## src/rtl/led_fx_engine.sv

```systemverilog
// led_fx_engine: audio-visualiser LED effect engine.
// Drives NUM_CH PWM LED channels from FFT band magnitudes and beat strobes
// with peak-hold/decay levels, a prescaled effect tick, auto mode selection
// with hysteresis and a manual mode override.
// Optional feature macro: LED_FX_GAMMA_EN (square-law duty shaping).
module led_fx_engine #(
  parameter int NUM_CH     = 8,
  parameter int MAG_W      = 16,
  parameter int PWM_W      = 8,
  parameter int TICK_DIV   = 256,
  parameter int DECAY_STEP = 4,
  parameter int MODE_HOLD  = 64,
  parameter int STROBE_LEN = 4
) (
  input  logic                    clk,
  input  logic                    rst_n,
  input  logic                    enable,
  input  logic [NUM_CH*MAG_W-1:0] fft_mag_flat,
  input  logic                    mag_valid,
  input  logic                    beat_pulse,
  input  logic [7:0]              bpm_value,
  input  logic                    mode_auto,
  input  logic [2:0]              mode_sel,
  output logic [NUM_CH-1:0]       led_out,
  output logic [2:0]              cur_mode
);

  localparam int CNT_W  = $clog2(TICK_DIV);
  localparam int IDX_W  = $clog2(NUM_CH);
  localparam int HOLD_W = $clog2(MODE_HOLD + 1);
  localparam int STR_W  = $clog2(STROBE_LEN + 1);

  localparam logic [2:0] MODE_SPECTRUM = 3'd0;
  localparam logic [2:0] MODE_PULSE    = 3'd1;
  localparam logic [2:0] MODE_STROBE   = 3'd2;
  localparam logic [2:0] MODE_STAR     = 3'd3;
  localparam logic [2:0] MODE_WAVE     = 3'd4;

  localparam logic [PWM_W-1:0]  FULL        = {PWM_W{1'b1}};
  localparam logic [PWM_W-1:0]  ZERO        = {PWM_W{1'b0}};
  localparam logic [PWM_W-1:0]  DECAY       = PWM_W'(DECAY_STEP);
  localparam logic [PWM_W-1:0]  WAVE_STEP   = PWM_W'((2 ** PWM_W) / NUM_CH);
  localparam logic [CNT_W-1:0]  PRESC_MAX   = CNT_W'(TICK_DIV - 1);
  localparam logic [HOLD_W-1:0] HOLD_MAX    = HOLD_W'(MODE_HOLD);
  localparam logic [STR_W-1:0]  STROBE_LOAD = STR_W'(STROBE_LEN);
  localparam logic [7:0]        BPM_FAST    = 8'd100;

  // Rising-then-falling ramp over one phase period, peak 2^PWM_W-2.
  function automatic logic [PWM_W-1:0] tri_wave(input logic [PWM_W-1:0] p);
    logic [PWM_W-1:0] r;
    if (!p[PWM_W-1]) r = {p[PWM_W-2:0], 1'b0};
    else             r = {~p[PWM_W-2:0], 1'b0};
    return r;
  endfunction

  // Final duty shaping: square law when gamma is built in, identity otherwise.
  function automatic logic [PWM_W-1:0] shape_duty(input logic [PWM_W-1:0] d);
`ifdef LED_FX_GAMMA_EN
    logic [2*PWM_W-1:0] sq;
    sq = {{PWM_W{1'b0}}, d} * {{PWM_W{1'b0}}, d};
    return sq[2*PWM_W-1:PWM_W];
`else
    return d;
`endif
  endfunction

  logic [CNT_W-1:0]  r_presc;
  logic [PWM_W-1:0]  r_phase;
  logic [PWM_W-1:0]  r_pwm_cnt;
  logic [PWM_W-1:0]  r_level [NUM_CH];
  logic [PWM_W-1:0]  r_duty  [NUM_CH];
  logic [HOLD_W-1:0] r_hold;
  logic [STR_W-1:0]  r_strobe;
  logic              r_beat_seen;
  logic [2:0]        r_mode;
  logic [NUM_CH-1:0] r_led;

  logic              w_tick;
  logic [PWM_W-1:0]  w_level_nxt [NUM_CH];
  logic [PWM_W-1:0]  w_duty_nxt  [NUM_CH];
  logic [PWM_W:0]    w_low;
  logic [PWM_W:0]    w_high;
  logic [2:0]        w_cand;
  logic              w_commit;
  logic              w_unused_mag;

  // Only the top PWM_W bits of each magnitude feed the level stage.
  assign w_unused_mag = ^fft_mag_flat;

  assign w_tick   = enable && (r_presc == PRESC_MAX);
  assign w_low    = {1'b0, r_level[0]} + {1'b0, r_level[1]};
  assign w_high   = {1'b0, r_level[NUM_CH-2]} + {1'b0, r_level[NUM_CH-1]};
  assign w_commit = enable && mode_auto && mag_valid &&
                    (w_cand != r_mode) && (r_hold == HOLD_MAX);
  assign led_out  = r_led;
  assign cur_mode = r_mode;

  // Auto-mode candidate: fast beat wins, else whichever band end is louder.
  always_comb begin
    w_cand = MODE_SPECTRUM;
    if ((r_beat_seen || beat_pulse) && (bpm_value > BPM_FAST)) w_cand = MODE_STROBE;
    else if (w_low > w_high)                                    w_cand = MODE_PULSE;
    else if (w_high > w_low)                                    w_cand = MODE_STAR;
    else                                                        w_cand = MODE_SPECTRUM;
  end

  // Next level per channel: decay on tick, then peak-hold against the new sample.
  always_comb begin
    for (int i = 0; i < NUM_CH; i++) begin
      logic [PWM_W-1:0] smp;
      logic [PWM_W-1:0] dec;
      smp = fft_mag_flat[i*MAG_W + MAG_W - 1 -: PWM_W];
      if (w_tick) dec = (r_level[i] > DECAY) ? (r_level[i] - DECAY) : ZERO;
      else        dec = r_level[i];
      if (mag_valid && (smp > dec)) w_level_nxt[i] = smp;
      else                          w_level_nxt[i] = dec;
    end
  end

  // Per-channel duty for the active mode.
  always_comb begin
    for (int i = 0; i < NUM_CH; i++) begin
      logic [PWM_W-1:0] d;
      logic [PWM_W-1:0] ph;
      int               star_ch;
      star_ch = int'(r_phase[PWM_W-1 -: IDX_W]) % NUM_CH;
      ph      = r_phase + PWM_W'(i) * WAVE_STEP;
      case (r_mode)
        MODE_SPECTRUM: d = r_level[i];
        MODE_PULSE:    d = tri_wave(r_phase);
        MODE_STROBE:   d = (r_strobe != {STR_W{1'b0}}) ? FULL : ZERO;
        MODE_STAR:     d = (i == star_ch) ? FULL : ZERO;
        MODE_WAVE:     d = tri_wave(ph);
        default:       d = ZERO;
      endcase
      w_duty_nxt[i] = shape_duty(d);
    end
  end

  // Effect-tick prescaler, effect phase and free-running PWM counter.
  always_ff @(posedge clk or negedge rst_n) begin
    if (!rst_n) begin
      r_presc   <= {CNT_W{1'b0}};
      r_phase   <= ZERO;
      r_pwm_cnt <= ZERO;
    end else if (enable) begin
      r_presc   <= w_tick ? {CNT_W{1'b0}} : r_presc + CNT_W'(1);
      r_phase   <= w_tick ? r_phase + PWM_W'(1) : r_phase;
      r_pwm_cnt <= r_pwm_cnt + PWM_W'(1);
    end
  end

  // Peak-hold levels and the duty pipeline stage.
  always_ff @(posedge clk or negedge rst_n) begin
    if (!rst_n) begin
      for (int i = 0; i < NUM_CH; i++) begin
        r_level[i] <= ZERO;
        r_duty[i]  <= ZERO;
      end
    end else if (enable) begin
      for (int i = 0; i < NUM_CH; i++) begin
        r_level[i] <= w_level_nxt[i];
        r_duty[i]  <= w_duty_nxt[i];
      end
    end
  end

  // Beat bookkeeping: strobe countdown and beat-since-last-frame flag.
  always_ff @(posedge clk or negedge rst_n) begin
    if (!rst_n) begin
      r_strobe    <= {STR_W{1'b0}};
      r_beat_seen <= 1'b0;
    end else if (enable) begin
      if (beat_pulse)                              r_strobe <= STROBE_LOAD;
      else if (w_tick && (r_strobe != {STR_W{1'b0}})) r_strobe <= r_strobe - STR_W'(1);
      if (mag_valid)       r_beat_seen <= 1'b0;
      else if (beat_pulse) r_beat_seen <= 1'b1;
    end
  end

  // Mode register and the hysteresis counter that gates auto changes.
  always_ff @(posedge clk or negedge rst_n) begin
    if (!rst_n) begin
      r_mode <= MODE_SPECTRUM;
      r_hold <= {HOLD_W{1'b0}};
    end else if (enable) begin
      if (!mode_auto)    r_mode <= mode_sel;
      else if (w_commit) r_mode <= w_cand;
      if (!mode_auto || w_commit)          r_hold <= {HOLD_W{1'b0}};
      else if (w_tick && (r_hold != HOLD_MAX)) r_hold <= r_hold + HOLD_W'(1);
    end
  end

  // PWM comparison; outputs go dark while disabled.
  always_ff @(posedge clk or negedge rst_n) begin
    if (!rst_n) begin
      r_led <= {NUM_CH{1'b0}};
    end else begin
      for (int i = 0; i < NUM_CH; i++) begin
        r_led[i] <= enable && (r_duty[i] > r_pwm_cnt);
      end
    end
  end

endmodule
```

## config.mk

```make
export PLATFORM = sky130hd
export DESIGN_NAME = led_fx_engine
export DESIGN_NICKNAME = d
export VERILOG_FILES = /design/src/rtl/led_fx_engine.sv
export SDC_FILE = /design/constraint.sdc
export NUM_CORES = 1
export LEC_CHECK = 0
export ABC_AREA = 1
export BUFFER_PORTS_ARGS = -buffer_cell sky130_fd_sc_hd__buf_2
export CORE_MARGIN = 10
export CORE_UTILIZATION = 40
export CTS_BUF_LIST = sky130_fd_sc_hd__clkbuf_16
export DETAILED_ROUTE_END_ITERATION = 7
export PLACE_DENSITY = 0.66
export SLEW_MARGIN = 20
export SYNTH_ARGS = -nofsm -noshare
export SYNTH_HDL_FRONTEND = slang
export SYNTH_SLANG_ARGS = --single-unit
```

## constraint.sdc

```tcl
create_clock -name clk -period 3.2 [get_ports clk]
set_input_delay 0.64 -clock clk [delete_from_list [all_inputs] [get_ports clk]]
set_output_delay 0.64 -clock clk [all_outputs]
set_load 0.005 [all_outputs]
```

# Word level (Yosys, flattened, before mapping)

Cells that the tools add are included.

Register bits after elaboration: 174
Input bits: 145
Output and inout bits: 11
Logic and storage cells: 197

$add $sub $neg: 22
Order comparisons: 27
Equal/unequal tests: 16
Muxes and demuxes: 61
Bitwise logic cells: 8
Reductions and logical operators: 39

Operators with widths:

| kind                | number |
|---|---|
| $mux 8              | 42 |
| $pmux 8 s5          | 7 |
| $gt 8x8->1          | 16 |
| $gt 8x3->1 const B  | 8 |
| $sub 8x3->8 const B | 8 |
| $not 7->7           | 8 |
| $add 8x8->8 const B | 4 |
| $logic_not 32->1    | 1 |
| $pmux 8 s4          | 1 |
| $add 8x1->8 const B | 3 |
| $logic_and 1x1->1   | 24 |
| $add 8x8->9         | 2 |
| $gt 9x9->1          | 2 |
| $mux 3              | 6 |
| $add 8x7->8 const B | 2 |
| $mux 7              | 2 |
| $eq 3x3->1 const A  | 4 |
| $reduce_and 2->1    | 5 |
| $add 8x6->8 const B | 1 |
| $eq 8x8->1 const B  | 1 |
| $gt 8x7->1 const B  | 1 |
| $add 7x1->7 const B | 1 |
| $eq 7x7->1 const B  | 1 |
| $ne 7x7->1 const B  | 1 |
| other kinds (16)    | 22 |

# Depth between registers and ports, before layout

Word-level depth: 11
Mapped depth: 24

# Worst setup path after synthesis

No wires, ideal clock.

Kind: register to register
From: reg r_level[48] (netlist bit)
To: reg r_hold[0]
Library setup time: 0.065 ns
Data arrival time: 3.086 ns
Data required time: 3.135 ns
Path slack: 0.049 ns
Cell stages (with the launch flop): 24
Clock period less this slack: 3.151 ns
Path through: dfrtp_1 > ha_1 > inv_1 > fa_1 > o21ai_0 > a21oi_1 > o21ai_0 > a21o_1 > a21oi_1 > ha_1 > nand2_1 > nor2_1 > nand3b_1 > nand3_1 > nand2_1 > nand2_1 > nand2_1 > nand2_1 > nand3_1 > nand2_1 > nand2_1 > nor2_1 > nand2_1 > nand2_1

Cells in the longest elaborated chain, start to end: 11
Elaborated cells on any way between the ends: 13
Classes of those cells: 1 x add/sub; 2 x order compare; 1 x eq/ne; 4 x mux; 5 x reduce/logical

RTL lines:

| what                            | RTL line | text |
|---|---|---|
| start, declared                 | 70       | `logic [PWM_W-1:0] r_level [NUM_CH];` |
| start signal, assigned by index | 162      | `r_level[i] <= w_level_nxt[i];` |
| $add 8x8->9 *                   | 91       | `assign w_low = {1'b0, r_level[0]} + {1'b0, r_level[1]};` |
| $gt 9x9->1                      | 103      | `else if (w_high > w_low) w_cand = MODE_STAR;` |
| $mux 2                          | 103      |  |
| $mux 3 *                        | 102      | `else if (w_low > w_high) w_cand = MODE_PULSE;` |
| $mux 3 *                        | 101      | `if ((r_beat_seen \|\| beat_pulse) && (bpm_value > BPM_FAST)) w_cand = MODE_STROBE;` |
| $ne 3x3->1 *                    | 94       | `(w_cand != r_mode) && (r_hold == HOLD_MAX);` |
| $logic_and 1x1->1 *             | 93       | `assign w_commit = enable && mode_auto && mag_valid &&` |
| $logic_and 1x1->1 *             | 94       |  |
| $logic_or 1x1->1 *              | 189      | `if (!mode_auto \|\| w_commit) r_hold <= {HOLD_W{1'b0}};` |
| $reduce_bool 2->1 (no line)     | --       |  |
| $reduce_and 2->1 (no line)      | --       |  |
| end signal, assigned            | 185      | `r_hold <= {HOLD_W{1'b0}};` |
| end signal, assigned            | 189      |  |
| end signal, assigned            | 190      | `else if (w_tick && (r_hold != HOLD_MAX)) r_hold <= r_hold + HOLD_W'(1);` |
| end, declared                   | 72       | `logic [HOLD_W-1:0] r_hold;` |

Mark *: on every way between the ends. The rest lies on a longest branch, timed or not.
A chain may end at the register's enable or synchronous reset.

# Worst setup path after layout

From: reg r_level[56] (netlist bit)
To: reg r_hold[4]

The elaborated chain is that of the path after synthesis.

==> results.py <==
metrics = {
    "outcome": {
        "status": "finished with violations",
        "violations": "negative setup slack",
    },
    "timing": {
        "setup_tns_ns": -1.10,
        "finalCriticalPeriod_ns": 3.36,
        "skew_ns": 0.0177,
        "slew_headroom_pct": 33.6,
        "fmax_mhz": 298,
        "timing_worst_slew_pin_value_ns": 0.996,
        "drv_slew": 0,
        "rsz0062_at_grt": "true",
        "layout_setup_ws_ns": -0.158,
        "hold_viol": 0,
        "layout_worst_path_cycle_share_pct": 105,
        "setup_viol": 10,
    },
    "global_route": {
        "overflow": 0,
        "grt_max_degree": 98,
        "grt_pass1_wl_mm": 67.3,
        "grt_pass1_vias": 12829,
        "antenna_found_initial": 0,
        "track_usage_pct": 19.6,
    },
    "yosys": {
        "synth-main-ff-cell": "dfrtp_1",
        "syn_inst": 1812,
        "ys_seq_elements": 174,
        "ys_warn_count": 0,
        "synth_edf_count": 0,
        "async_reset_ff_share_pct": 100,
        "synth_nets": 2143,
        "ys_seq_area_share_pct": 31.4,
        "synth_area_per_cell_um2": 7.66,
        "synth_cell_types": 53,
        "syn_area_mm2": 0.0139,
    },
    "critical_path": {
        "path_class": "flop to flop",
        "crit_arrival_ns": 3.75,
        "crit_path_end_kind": "flop",
        "critPathRequiredTime_ns": 3.59,
        "rrSetupSlack_ns": -0.16,
        "crit_path_end": "r_hold[4]",
        "critical_path.top_delay_family": "simple AND/OR/NAND/NOR gates",
        "slowest_stage": "dfrtp_1",
        "r2r-end": "r_hold[4]",
        "startpoint_type": "flop",
        "reg2reg_from": "r_level[56]",
        "worst-path-stages": 26,
        "slowest_delay_ns": 0.40,
        "crit_start": "r_level[56]",
        "worst-path-buf-inv": 4,
        "worst_path_most_repeated_cell": "nand3_2",
        "reg2reg_depth": 26,
        "critPathMaxFanout": 3,
    },
    "cts": {
        "path_clk_slew_ns": 0.08,
        "clk_latency_ns": 0.45,
        "cts_tree": "yes",
        "clkSinkCount": 174,
        "cts-buffers-inserted": 17,
        "cts.path.max_buffers": 2,
        "cts_hold_buf": 0,
        "ctsRootBufferMaster": "clkbuf_16",
        "h-tree-depth": 4,
    },
    "route": {
        "drc_errors": 0,
        "viasPerCell": 5.48,
        "num_vias": 13428,
        "wire_per_inst_um": 17.6,
        "finalWirelength_mm": 43.1,
        "drt_iter0_markers": 1072,
        "drtPass1Iterations": 5,
        "ant_nets": 0,
    },
    "placed_design": {
        "portBuffers": 91,
        "placed_cells": 2378,
        "gp_congestion": 0.953,
        "dpl.hpwl_mm": 31.3,
        "post-place-ws_ns": -0.402,
    },
    "die": {
        "coreArea_mm2": 0.0344,
        "start_util_pct": 40.4,
        "rows": 68,
        "die_x_um": 206,
        "die-area_mm2": 0.0426,
        "io_pins": 156,
        "die_y_um": 206,
    },
    "cells_and_area": {
        "fill_cells": 3357,
        "drive_gt1_share_pct": 22.1,
        "syn2layout_area_growth_pct": 22.8,
        "fin_cells": 2450,
        "nets": 2314,
        "n_antenna_cell": 0,
    },
    "power_and_ir_drop": {
        "clkPwrFrac_pct": 14.9,
        "pwr-share-comb_pct": 58.8,
        "internal_power_w": 0.00724,
        "power.switching_w": 0.00622,
        "p_leak_nw": 8.21,
        "netSwitchingFraction_pct": 46.2,
        "ir_drop_mv": 0.328,
        "powerDensity_mw_per_mm2": 790,
        "p_seq_share_pct": 26.3,
    },
    "hold_path": {
        "hp-class": "primary input to async pin",
    },
    "flow_run": {
        "drv_cap": 0,
    },
}
[layout by cell type, fill, tap and decap left out, types with 8 or more instances in the layout]
| master | n |
|---|---|
| nand2_1 | 262 |
| inv_1 | 217 |
| dfrtp_1 | 173 |
| ha_1 | 168 |
| o21ai_0 | 146 |
| a21oi_1 | 131 |
| buf_4 | 97 |
| nor2_1 | 95 |
| buf_2 | 90 |
| nand3_1 | 67 |
| o21ai_1 | 62 |
| xor2_1 | 49 |
| o211ai_1 | 35 |
| a21oi_2 | 31 |
| nand2_2 | 23 |
| nor3_1 | 23 |
| nand4_1 | 21 |
| o21ai_2 | 20 |
| buf_6 | 20 |
| nand3_2 | 19 |
| o22ai_1 | 18 |
| clkbuf_16 | 18 |
| nor2_2 | 16 |
| nor3_2 | 15 |
| ha_4 | 13 |
| nor2_4 | 12 |
| inv_2 | 12 |
| a31oi_1 | 12 |
| xnor2_1 | 11 |
| a21o_1 | 10 |
| o21bai_1 | 9 |
| buf_12 | 9 |
| o221ai_1 | 8 |
[area by class of cell]
cell class	count	area, um2	share of cell area (%)
Timing Repair Buffer	217	1610	9.44
Clock buffer	17	425	2.50
Multi-Input combinational cell	1341	9090	53.3
Clock inverter	14	123	0.719
Sequential cell	174	4360	25.6
Tap cell	455	569	3.34
Inverter	232	876	5.14
[timing repair]
| action | 4_1_cts | 5_1_grt |
|---|---|---|
| cloned | 0 | 9 |
| buffers inserted | 7 | 26 |
| pin swaps | 26 | 91 |
| endpoints found under the setup margin | 26 | 74 |
| gates resized for setup | 41 | 208 |
[Yosys cell counts (all sizes together) (11+ instances only)]
| cell | instances | area share (%) |
|---|---|---|
| buf | 18 | 0.82 |
| o21ai | 228 | 8.2 |
| o221ai | 11 | 0.69 |
| nand3 | 87 | 3.2 |
| nand2 | 289 | 7.8 |
| nand4 | 21 | 0.95 |
| o211ai | 35 | 1.9 |
| clkbuf | 48 | 1.3 |
| xor2 | 49 | 3.1 |
| xnor2 | 12 | 0.81 |
| a31oi | 14 | 0.68 |
| a21oi | 162 | 5.9 |
| inv | 229 | 6.2 |
| o22ai | 20 | 0.90 |
| nor2 | 123 | 3.6 |
| nor3 | 40 | 1.9 |
| ha | 184 | 17 |
| dfrtp | 174 | 31 |
[per-stage QoR]
stage	total power, W	hold WS [ns]	utilization, %	instance area (um2)
after floorplan	0.00800	0.344	-	13900
after global placement	0.0101	0.457	44.7	15300
after detailed placement	0.0104	0.461	44.7	15300
after CTS	0.0127	0.258	46.8	16100
after global routing	0.0147	0.279	49.6	17000
final	0.0135	0.224	49.6	17000
[worst min path at each step]
stage | cells after the start | endpoint | from | slack, ns
final | 1 | led_out[6] | rst_n | 0.22
after floorplan | 0 | cur_mode[0] | rst_n | 0.34
after global routing | 1 | led_out[6] | rst_n | 0.28
after detailed placement | 1 | r_pwm_cnt[6] | r_pwm_cnt[6] | 0.46
after CTS | 1 | led_out[6] | rst_n | 0.26
after global placement | 1 | r_pwm_cnt[6] | r_pwm_cnt[6] | 0.46
[worst register-to-register path, delay by kind of cell (launching register included)]
kind	cells	cell delay (ns)
and+or+nand+nor	15	1.32
adders and majority gates	2	0.46
xor gates and xnor gates	1	0.17
AOI/OAI and AO/OA	4	0.54
DFF	1	0.40
buffers and inverters	4	0.43
[state kept, by name, indices dropped and copies added, names as in the netlist, 3 cells and up]
signal,cells
cur_mode,3
led_out,8
r_duty,64
r_hold,7
r_level,64
r_phase,8
r_presc,8
r_pwm_cnt,8
r_strobe,3
[per-layer routing]
| layer | vias to the layer above | routed length (um) | track usage [%] |
|---|---|---|---|
| met2 | 386 | 20300 | 32.1 |
| met5 | - | 0 | 0 |
| li1 | 6568 | - | - |
| met1 | 6421 | 19800 | 26.7 |
| met4 | 0 | 783 | 4.93 |
| met3 | 53 | 2170 | 2.77 |
[cells by family (layout without fill, tap and decap cells)]
kind of cell             count (synthesis)  after routing  synth area share, %
AND/OR/NAND/NOR                        570            571                 18.0
adder cells (fa/ha/maj)                186            186                 16.9
buffers and inverters                  298            480                 8.39
XOR/XNOR                                61             61                 3.90
flip-flops                             174            174                 31.4
AO/OA/AOI/OAI                          523            523                 21.4
[power by group through the flow]
stage	Sequential, W	Combinational [W]	Clock (W)
3_5_place_dp	0.00354	0.00684	0
3_3_place_gp	0.00352	0.00660	0
5_1_grt	0.00363	0.00894	0.00211
6_report	0.00354	0.00791	0.00201
4_1_cts	0.00352	0.00720	0.00202
2_1_floorplan	0.00339	0.00461	0
No activity file was read; power rests on OpenSTA's default activity.
